[src/rtl/alu_seq.sv]
// Registered ALU: single-cycle logic/add/compare plus iterative multiply and divide with HI/LO results.
// Define ALU_SEQ_DIV_EN to build the restoring divider; without it DIV/DIVU act as unsupported opcodes.
module alu_seq #(
  parameter int WIDTH = 32
) (
  input  logic             clk,
  input  logic             rst_n,
  input  logic             in_valid,
  output logic             in_ready,
  input  logic [3:0]       op,
  input  logic [WIDTH-1:0] a,
  input  logic [WIDTH-1:0] b,
  output logic             out_valid,
  output logic [WIDTH-1:0] y,
  output logic [WIDTH-1:0] hi,
  output logic             zero,
  output logic             carry,
  output logic             overflow,
  output logic             div_zero
);
  localparam int CW = $clog2(WIDTH + 1);
  localparam logic [CW-1:0] LAST = CW'(WIDTH - 1);
  localparam logic [WIDTH-1:0] MIN = {1'b1, {(WIDTH-1){1'b0}}};
  localparam logic [3:0] OP_AND = 4'b0000, OP_OR = 4'b0001, OP_ADD = 4'b0010, OP_XOR = 4'b0011;
  localparam logic [3:0] OP_ANDN = 4'b0100, OP_ORN = 4'b0101, OP_SUB = 4'b0110, OP_SLT = 4'b0111;
  localparam logic [3:0] OP_SLTU = 4'b1000, OP_MULT = 4'b1001, OP_MULTU = 4'b1010;
  localparam logic [3:0] OP_DIV = 4'b1011, OP_DIVU = 4'b1100;

  typedef enum logic [1:0] {
    S_IDLE, S_MUL, S_FIX
`ifdef ALU_SEQ_DIV_EN
    , S_DIV
`endif
  } state_t;

  state_t r_state, w_next;
  logic w_accept, w_is_mul, w_is_div, w_sgn, w_c, w_v;
  logic [WIDTH-1:0] w_ma, w_mb, w_y, w_fy, w_fh;
  logic [WIDTH:0] w_add, w_sub, w_msum;
  logic [2*WIDTH-1:0] w_prod;
  logic w_fov, w_fdz;
  logic [WIDTH-1:0] r_hacc, r_lacc, r_mb, r_y, r_hi;
  logic [CW-1:0] r_cnt;
  logic r_neg_q, r_out_valid, r_zero, r_carry, r_ovfl, r_dz;

  assign in_ready = (r_state == S_IDLE);
  assign w_accept = in_valid && in_ready;
  assign w_is_mul = (op == OP_MULT) || (op == OP_MULTU);
`ifdef ALU_SEQ_DIV_EN
  logic r_neg_r, r_bz, r_ovf, r_div, w_ge;
  logic [WIDTH:0] w_shift;
  assign w_is_div = (op == OP_DIV) || (op == OP_DIVU);
  assign w_shift  = {r_hacc, r_lacc[WIDTH-1]};
  assign w_ge     = w_shift >= {1'b0, r_mb};
`else
  assign w_is_div = 1'b0;
`endif
  assign w_sgn = (op == OP_MULT) || (w_is_div && op == OP_DIV);
  // Iterations run on magnitudes; signs are reapplied in FIX.
  assign w_ma  = (w_sgn && a[WIDTH-1]) ? -a : a;
  assign w_mb  = (w_sgn && b[WIDTH-1]) ? -b : b;
  assign w_add = {1'b0, a} + {1'b0, b};
  assign w_sub = {1'b0, a} - {1'b0, b};
  assign w_msum = {1'b0, r_hacc} + {1'b0, (r_lacc[0] ? r_mb : '0)};

  always_comb begin
    w_y = '0;
    w_c = 1'b0;
    w_v = 1'b0;
    case (op)
      OP_AND:  w_y = a & b;
      OP_OR:   w_y = a | b;
      OP_XOR:  w_y = a ^ b;
      OP_ANDN: w_y = a & ~b;
      OP_ORN:  w_y = a | ~b;
      OP_ADD: begin
        w_y = w_add[WIDTH-1:0];
        w_c = w_add[WIDTH];
        w_v = (a[WIDTH-1] == b[WIDTH-1]) && (w_add[WIDTH-1] != a[WIDTH-1]);
      end
      OP_SUB: begin
        w_y = w_sub[WIDTH-1:0];
        w_c = w_sub[WIDTH];
        w_v = (a[WIDTH-1] != b[WIDTH-1]) && (w_sub[WIDTH-1] != a[WIDTH-1]);
      end
      OP_SLT:  w_y = {{(WIDTH-1){1'b0}}, $signed(a) < $signed(b)};
      OP_SLTU: w_y = {{(WIDTH-1){1'b0}}, a < b};
      default: w_y = '0;
    endcase
  end

  always_comb begin
    w_prod = r_neg_q ? -{r_hacc, r_lacc} : {r_hacc, r_lacc};
    w_fy   = w_prod[WIDTH-1:0];
    w_fh   = w_prod[2*WIDTH-1:WIDTH];
    w_fov  = 1'b0;
    w_fdz  = 1'b0;
`ifdef ALU_SEQ_DIV_EN
    if (r_div) begin
      w_fy  = r_bz ? '1 : (r_neg_q ? -r_lacc : r_lacc);
      w_fh  = r_neg_r ? -r_hacc : r_hacc;
      w_fov = r_ovf;
      w_fdz = r_bz;
    end
`endif
  end

  always_comb begin
    w_next = r_state;
    case (r_state)
      S_IDLE: begin
        if (w_accept && w_is_mul) w_next = S_MUL;
`ifdef ALU_SEQ_DIV_EN
        else if (w_accept && w_is_div) w_next = S_DIV;
      end
      S_DIV: begin
        if (r_cnt == LAST) w_next = S_FIX;
`endif
      end
      S_MUL:   if (r_cnt == LAST) w_next = S_FIX;
      S_FIX:   w_next = S_IDLE;
      default: w_next = S_IDLE;
    endcase
  end

  always_ff @(posedge clk or negedge rst_n) begin
    if (!rst_n) r_state <= S_IDLE;
    else        r_state <= w_next;
  end

  always_ff @(posedge clk or negedge rst_n) begin
    if (!rst_n) begin
      r_hacc <= '0; r_lacc <= '0; r_mb <= '0; r_cnt <= '0; r_neg_q <= 1'b0;
      r_y <= '0; r_hi <= '0; r_zero <= 1'b0; r_carry <= 1'b0; r_ovfl <= 1'b0; r_dz <= 1'b0;
      r_out_valid <= 1'b0;
`ifdef ALU_SEQ_DIV_EN
      r_neg_r <= 1'b0; r_bz <= 1'b0; r_ovf <= 1'b0; r_div <= 1'b0;
`endif
    end else begin
      r_out_valid <= 1'b0;
      case (r_state)
        S_IDLE: if (w_accept) begin
          if (w_is_mul || w_is_div) begin
            // Mul: low half holds the multiplier; div: low half shifts dividend out, quotient in.
            r_hacc  <= '0;
            r_lacc  <= w_is_mul ? w_mb : w_ma;
            r_mb    <= w_is_mul ? w_ma : w_mb;
            r_cnt   <= '0;
            r_neg_q <= w_sgn && (a[WIDTH-1] ^ b[WIDTH-1]);
`ifdef ALU_SEQ_DIV_EN
            r_neg_r <= w_sgn && a[WIDTH-1];
            r_bz    <= w_is_div && (b == '0);
            r_ovf   <= w_is_div && w_sgn && (a == MIN) && (b == '1);
            r_div   <= w_is_div;
`endif
          end else begin
            r_y <= w_y; r_hi <= '0; r_zero <= (w_y == '0);
            r_carry <= w_c; r_ovfl <= w_v; r_dz <= 1'b0;
            r_out_valid <= 1'b1;
          end
        end
        S_MUL: begin
          {r_hacc, r_lacc} <= {w_msum, r_lacc[WIDTH-1:1]};
          r_cnt <= r_cnt + 1'b1;
        end
`ifdef ALU_SEQ_DIV_EN
        S_DIV: begin
          r_hacc <= w_ge ? (w_shift[WIDTH-1:0] - r_mb) : w_shift[WIDTH-1:0];
          r_lacc <= {r_lacc[WIDTH-2:0], w_ge};
          r_cnt  <= r_cnt + 1'b1;
        end
`endif
        S_FIX: begin
          r_y <= w_fy; r_hi <= w_fh; r_zero <= (w_fy == '0);
          r_carry <= 1'b0; r_ovfl <= w_fov; r_dz <= w_fdz;
          r_out_valid <= 1'b1;
        end
        default: ;
      endcase
    end
  end

  assign out_valid = r_out_valid;
  assign y         = r_y;
  assign hi        = r_hi;
  assign zero      = r_zero;
  assign carry     = r_carry;
  assign overflow  = r_ovfl;
  assign div_zero  = r_dz;
endmodule

[config.mk]
export PLATFORM = sky130hd
export DESIGN_NAME = alu_seq
export DESIGN_NICKNAME = d
export VERILOG_FILES = /design/src/rtl/alu_seq.sv
export SDC_FILE = /design/constraint.sdc
export NUM_CORES = 1
export LEC_CHECK = 0
export CORE_MARGIN = 1
export CORE_UTILIZATION = 50
export DETAILED_ROUTE_END_ITERATION = 16
export GPL_ROUTABILITY_DRIVEN = 0
export PLACE_DENSITY = 0.76
export SYNTH_ARGS = -nofsm -noshare
export SYNTH_HDL_FRONTEND = slang
export SYNTH_SLANG_ARGS = --single-unit
[constraint.sdc]
create_clock -name clk -period 8.1 [get_ports clk]
set_input_delay 1.62 -clock clk [delete_from_list [all_inputs] [get_ports clk]]
set_output_delay 1.62 -clock clk [all_outputs]
set_load 0.005 [all_outputs]
==> results.md, run 1 <==
* Status: complete, no violations
* Via count at 17400
* Routed WL at 58.2 mm
* Slew headroom at 0.258
* First-pass DRT Iterations at 7
* Cts repair resizes at 0
* Most used routing layer: met2
* Net Sw Frac at 0.451
* First-pass GRT wire length at 88.9 mm
* Hold Fails Final Rpt at 0
* Clock skew at 11.1 ps
* Area growth, synth to finish at 13.2%
* Post-synthesis cell type count at 87
* # setup viols final at 0
* Ys Warns at 0
* TNS Setup at 0 ps
* Met2 Resource Use GR at 0.482
* Nets at 2370
* Worst EP required at 8460 ps
* Syn_nets at 2326
* Worst Setup Start Kind: input port
* Synth Register Bits at 173
* Clk sink count at 173
* DR WL/cell at 21.9 um
* TritonCTS clock tree: built
* Largest net degree at the start of global routing at 107
* Max incr delay on CP at 690 ps
* Number of nets with antenna violations after routing at 0
* Worst-margin pin slew at 1110 ps
* Worst vdd ir at 0.232 mV
* Mapped Avg Cell Area at 7.75 um^2
* Worst path cell trace: clkdlybuf4s50_1 -> inv_1 -> ha_1 -> nor2b_1 -> o2111ai_1 -> a311oi_1 -> o21ai_0 -> a21oi_1 -> a31oi_1 -> a21bo_2 -> mux2_2 -> a22oi_1 -> nand3_1 -> a2111o_1 -> o21ai_0
* Lkg Pwr at 7.45 nW
* Max Root-Sink Buffers at 2
* Max cap viols at 0
* Post-synth EDFFs at 0
* GR Util met3 at 0.131
* Port Buffers at 139
* DR iter-0 viols at 2555
* Fillers at 2981
* Die Area at 0.0341 mm^2
* Die X at 185 um
* Final Cycle Share at 0.729
* DRC viols at 0
* Clk root buf: clkbuf_16
* Vias in the first global route at 16000
* Register area at 0.00433 mm^2
* Core area at 0.0327 mm^2
* Skew-Pair Late Insertion Delay at 440 ps
* FP Rows at 66
* Pwr dens at 251 mW/mm^2
* Inserted Clock Buffers at 17
* Final min period at 5900 ps
* Asr flop ratio synth at 1.00
* Via/cell ratio at 6.56
* Area of the multi-input gates at 0.0116 mm^2
* Initial antenna violation count at 6
* Top Ports at 141
* Max-slew violation count at 0
* Cell Area, Synth at 0.0167 mm^2
* # hold bufs at CTS at 0
* Clock slew at the register clock pins of the worst setup and hold paths at 60 ps
* Crit Path Category: input port to register
* Switch Pwr at 2.14 mW
* Hold Crit Class: register to register
* H-tree levels at 4
* Clock power frac at 0.171
* Crit. End Element: register
* Maximum clock rate at 169 MHz
* Fin util at 0.577
* Combinational power share at 0.490
* Seq/Total Area, Yosys at 0.260
* Grt ovf at 0
* # Post-CTS Setup Buffers at 0
* RSZ-0062 raised after global routing: no
* Predominant post-synthesis flop cell: dfrtp_1
* CP dominant cell by count: o21ai_0
* Int Pwr at 2.60 mW
* DPL Wire Length at 44.2 mm
* Layout cells sized above 1 at 0.0507
* GRT Util Overall at 0.339
* Part of the power in registers at 0.339
* GR Layer Usage met1 at 0.455
* Cells after Synth at 2152
* CP Max Fanout at 5
* Slowest-stage cell, CP: clkdlybuf4s50_1
* Initial Util at 0.510
* Die Y at 185 um
* CP arrival at 6260 ps
[power groups by stage]
| stage | combinational (mW) | clock (mW) | sequential (mW) |
|---|---|---|---|
| floorplan | 1.72 | 0 | 1.41 |
| finish | 2.32 | 0.811 | 1.61 |
| CTS | 2.27 | 0.814 | 1.59 |
| global route | 2.57 | 0.849 | 1.65 |
| global placement | 2.18 | 0 | 1.59 |
| detailed placement | 2.26 | 0 | 1.60 |
[flip-flops by register name, summed over array words and instances (netlist names)]
name and count:
y 32, r_lacc 32, r_hacc 32, out_valid 1, r_neg_q 1, zero 1
r_cnt 6, r_state 2, hi 32, carry 1, r_mb 32, overflow 1
[synthesized netlist by cell type (17+ instances only)]
| cell | n | area [um^2] |
|---|---|---|
| maj3_1 | 30 | 300 |
| a21o_1 | 29 | 218 |
| nor2b_1 | 21 | 131 |
| nand4_1 | 23 | 144 |
| o21ai_0 | 189 | 946 |
| nand3_1 | 64 | 320 |
| and2_1 | 42 | 263 |
| nand2b_1 | 20 | 125 |
| ha_1 | 100 | 1250 |
| o31ai_1 | 40 | 300 |
| a21oi_1 | 166 | 831 |
| inv_1 | 75 | 282 |
| a211oi_1 | 17 | 128 |
| o221ai_1 | 25 | 219 |
| xnor2_1 | 74 | 648 |
| nand2_1 | 238 | 893 |
| dfrtp_1 | 173 | 4330 |
| nor2_1 | 149 | 559 |
| or3_1 | 19 | 119 |
| o21bai_1 | 19 | 143 |
| a31oi_1 | 21 | 131 |
| nor3_1 | 45 | 225 |
| nor4_1 | 28 | 175 |
| xor2_1 | 125 | 1090 |
| clkbuf_1 | 121 | 454 |
| o22ai_1 | 34 | 213 |
[final timing paths]
kind                           start         end  slack (ps)  cells after the start
max in group asynchronous      rst_n     r_neg_q        5290                      2
setup / recovery                b[1]        zero        2200                     15
hold reg to reg                hi[2]       hi[2]         470                      2
setup reg to reg           r_lacc[0]  r_hacc[31]        2890                     15
hold / removal                 hi[2]       hi[2]         470                      2
min in group asynchronous      rst_n    r_mb[14]        1290                      1
[cell type report]
type | instances | share of cell area
tap | 442 | 0.0293
multi-input combinational | 1766 | 0.613
clock inverter | 11 | 0.00577
sequential | 173 | 0.230
timing repair buffer | 160 | 0.0816
antenna | 4 | 0.000531
clock buffer | 21 | 0.0249
inverter | 78 | 0.0155
[worst max-delay path: cells and delay by family]
kind / cells / cell delay (ps)
mux: 1 / 260
buf+inv: 2 / 880
compound gates: 9 / 2720
simple gates: 2 / 410
fa+ha+maj: 1 / 360
[layer usage]
layer	vias to the layer above	part of all wire
li1	7922	-
met4	0	0.045
met3	194	0.15
met1	8146	0.40
met2	1145	0.41
met5	-	0
[kinds of logic (layout without fill, tap and decap cells)]
family                     after synthesis  in the layout  synth area share
adders and majority gates              133            133            0.0967
buffers and inverters                  213            270            0.0489
other                                    1              5          0.000225
and+or+nand+nor                        722            722             0.212
xor gates and xnor gates               199            199             0.105
AOI/OAI and AO/OA                      697            697             0.269
DFF                                    173            173             0.260
muxes                                   14             14           0.00856
[through the flow]
step           instances  worst slack (ps)  cell area [um^2]  power (mW)  hold WS [ps]
6_report            2655              2200             18900        4.74           473
5_1_grt             2654              1880             18900        5.06           497
4_1_cts             2651              2440             18900        4.67           478
3_5_place_dp        2619              2000             18300        3.86           463
3_3_place_gp        2619              2110             18300        3.77           454
2_1_floorplan       2152              3220             16700        3.13           438
[cell usage in the layout (no fill, tap or decap), drive strengths merged, types with 11 or more instances in the layout]
cell type	instances
nand2	239
o21ai	198
dfrtp	173
a21oi	169
nor2	150
clkdlybuf4s50	136
xor2	125
ha	100
inv	77
xnor2	74
nand3	65
nor3	45
and2	43
o31ai	41
o22ai	34
maj3	30
a21o	29
nor4	28
o221ai	25
or3	25
buf	24
nand4	23
a31oi	21
nor2b	21
clkbuf	21
nand2b	20
o21bai	19
a211oi	17
or2	16
o41ai	16
o211ai	15
a22oi	13
mux2i	12
or4	12
o21a	11
(Power assumes the default switching activity.)
==> inputs of run 2 (changes only) <==
clock period = 5.6 ns   (was 8.1 ns; I/O delays follow)
==> results.md, run 2 (synthesis gave the netlist of run 1 again) <==
* Largest net degree at the start of global routing at 97 (-9.3%)
* Initial antenna violation count at 2 (-4)
* Final WS setup at 298 ps (-1900 ps)
* Routed WL at 58.0 mm (-0.35%)
* Pwr dens at 359 mW/mm^2 (+43%)
* Hold Crit Class: register to register
* Worst R2R Path Depth at 15 (unchanged)
* H-tree levels at 4 (unchanged)
* Hold Fails Final Rpt at 0 (unchanged)
* Fin util at 0.588 (+0.0111)
* Hold endpoint: r_mb[6]
* Area growth, synth to finish at 15.4%
* Lkg Pwr at 7.67 nW (+3.1%)
* DR WL/cell at 21.5 um (-1.8%)
* Hold Path Depth at 2 (unchanged)
* Clock skew at 11.1 ps (+0.0208 ps)
* Tot Pwr at 6.90 mW (+46%)
* Final std cells w/o fill at 2693 (+1.4%)
* FP Rows at 66 (unchanged)
* Max incr delay on CP at 600 ps (-90 ps)
* Reg2Reg Launch Point: r_lacc[0]
* Die Area at 0.0341 mm^2 (unchanged)
* Worst Setup Start Kind: input port
* Final instance area at 0.0192 mm^2 (+1.9%)
* Nets at 2411 (+1.7%)
* DP Area at 0.0186 mm^2 (+1.9%)
* TritonCTS clock tree: built
* Number of instances in the placed design at 2660 (+1.6%)
* GRT Util Overall at 0.339 (about the same)
* TNS Setup at 0 ps (unchanged)
* Worst path cell trace: clkdlybuf4s50_1 -> inv_1 -> ha_1 -> clkinv_1 -> a2111oi_0 -> buf_4 -> nand3_1 -> o311ai_2 -> o21ai_0 -> a21oi_1 -> nand4bb_1 -> nor4_1 -> nand4_1 -> nor4_1 -> nand4_1 -> o21ai_0
* Most frequent cells in the layout: 237 x nand2_1, 189 x o21ai_0, 172 x dfrtp_1
* Vias in the first global route at 15800 (-0.85%)
* CP arrival at 5660 ps (-600 ps)
* Worst EP required at 5960 ps (-2500 ps)
* Crit Path Category: input port to register
* Final min period at 5300 ps
* Max-slew violation count at 0 (unchanged)
* R2R Setup Slk at 720 ps (-2170 ps)
* Skew-Pair Late Insertion Delay at 450 ps (about the same)
* Layout cells sized above 1 at 0.0680 (+0.0173)
* Core area at 0.0327 mm^2 (unchanged)
* Number of nets with antenna violations after routing at 0 (unchanged)
* Worst Hold Launch: r_mb[6]
* # setup viols final at 0 (unchanged)
* DRC viols at 0 (unchanged)
* RSZ-0062 raised after global routing: no
* Via count at 17700 (+1.4%)
* Top Ports at 141 (unchanged)
* Grt ovf at 0 (unchanged)
* Inserted Clock Buffers at 17 (unchanged)
* Slowest-stage cell, CP: clkdlybuf4s50_1
* Final Cycle Share at 0.947
* Most common cell after layout, fill and taps aside: nand2_1
* Max Root-Sink Buffers at 2 (unchanged)
* Max cap viols at 0 (unchanged)
* Hold slack at 475 ps (+1.54 ps)
* Clock slew at the register clock pins of the worst setup and hold paths at 70 ps (about the same)
* Port Buffers at 139 (unchanged)
* Dpl ws at -22.2 ps (-2030 ps)
* Slew headroom at 0.0860 (-0.172)
* CP Max Fanout at 8 (+3)
* Worst-margin pin slew at 1370 ps (+258 ps)
* Die Y at 185 um (unchanged)
* Die X at 185 um (unchanged)
* First-pass DRT Iterations at 7 (unchanged)
* Status: complete, no violations
* Worst r2r dst: r_hacc[31]
* Clk root buf: clkbuf_16
* Initial Util at 0.510 (unchanged)
* DR iter-0 viols at 2740 (+7.2%)
* Via/cell ratio at 6.56 (about the same)
* Clk sink count at 173 (unchanged)
* Worst vdd ir at 0.229 mV (-1.7%)
* Crit. End Element: register
* First-pass GRT wire length at 89.5 mm (+0.63%)
* DPL Wire Length at 44.0 mm (-0.56%)
* Maximum clock rate at 189 MHz
## run 2: per-layer routing
| layer | wire, um | global-route usage |
|---|---|---|
| met1 | 24100 | 0.474 |
| met2 | 23300 | 0.480 |
| met3 | 7800 | 0.100 |
| met4 | 2750 | 0.146 |
| met5 | 0 | 0 |
## run 2: report_power, final
| part | total [mW] | internal, mW | switching [mW] |
|---|---|---|---|
| clock network | 1.20 | 0.684 | 0.517 |
| registers | 2.30 | 1.69 | 0.601 |
| logic | 3.40 | 1.45 | 1.96 |
## run 2: repair_timing
action / 4_1_cts / 5_1_grt
setup buffers: 0 / 0
gates resized for setup: 0 / 1
setup endpoints to repair: 0 / 1
hold buffers: 0 / 0
## run 2: final cells by class
class,count,area [um^2]
clock inverter,11,134
antenna,2,5.00
inverter,78,293
sequential,173,4330
fill,2971,13500
multi-input combinational,1766,11600
clock buffer,20,457
timing repair buffer,201,1890
tap,442,553
## run 2: worst max path at each step
stage,to,start,cells past startpoint
2_1_floorplan,zero,a[0],16
3_3_place_gp,zero,b[13],16
5_1_grt,zero,b[13],16
4_1_cts,zero,b[13],16
6_report,zero,b[13],16
3_5_place_dp,zero,b[13],16
## run 2: worst max-delay path: cells and delay by family
kind                     cells  cell delay [ps]
AND/OR/NAND/NOR              6             1160
adder cells (fa/ha/maj)      1              470
AO/OA/AOI/OAI                5             1670
buffers and inverters        4             1230
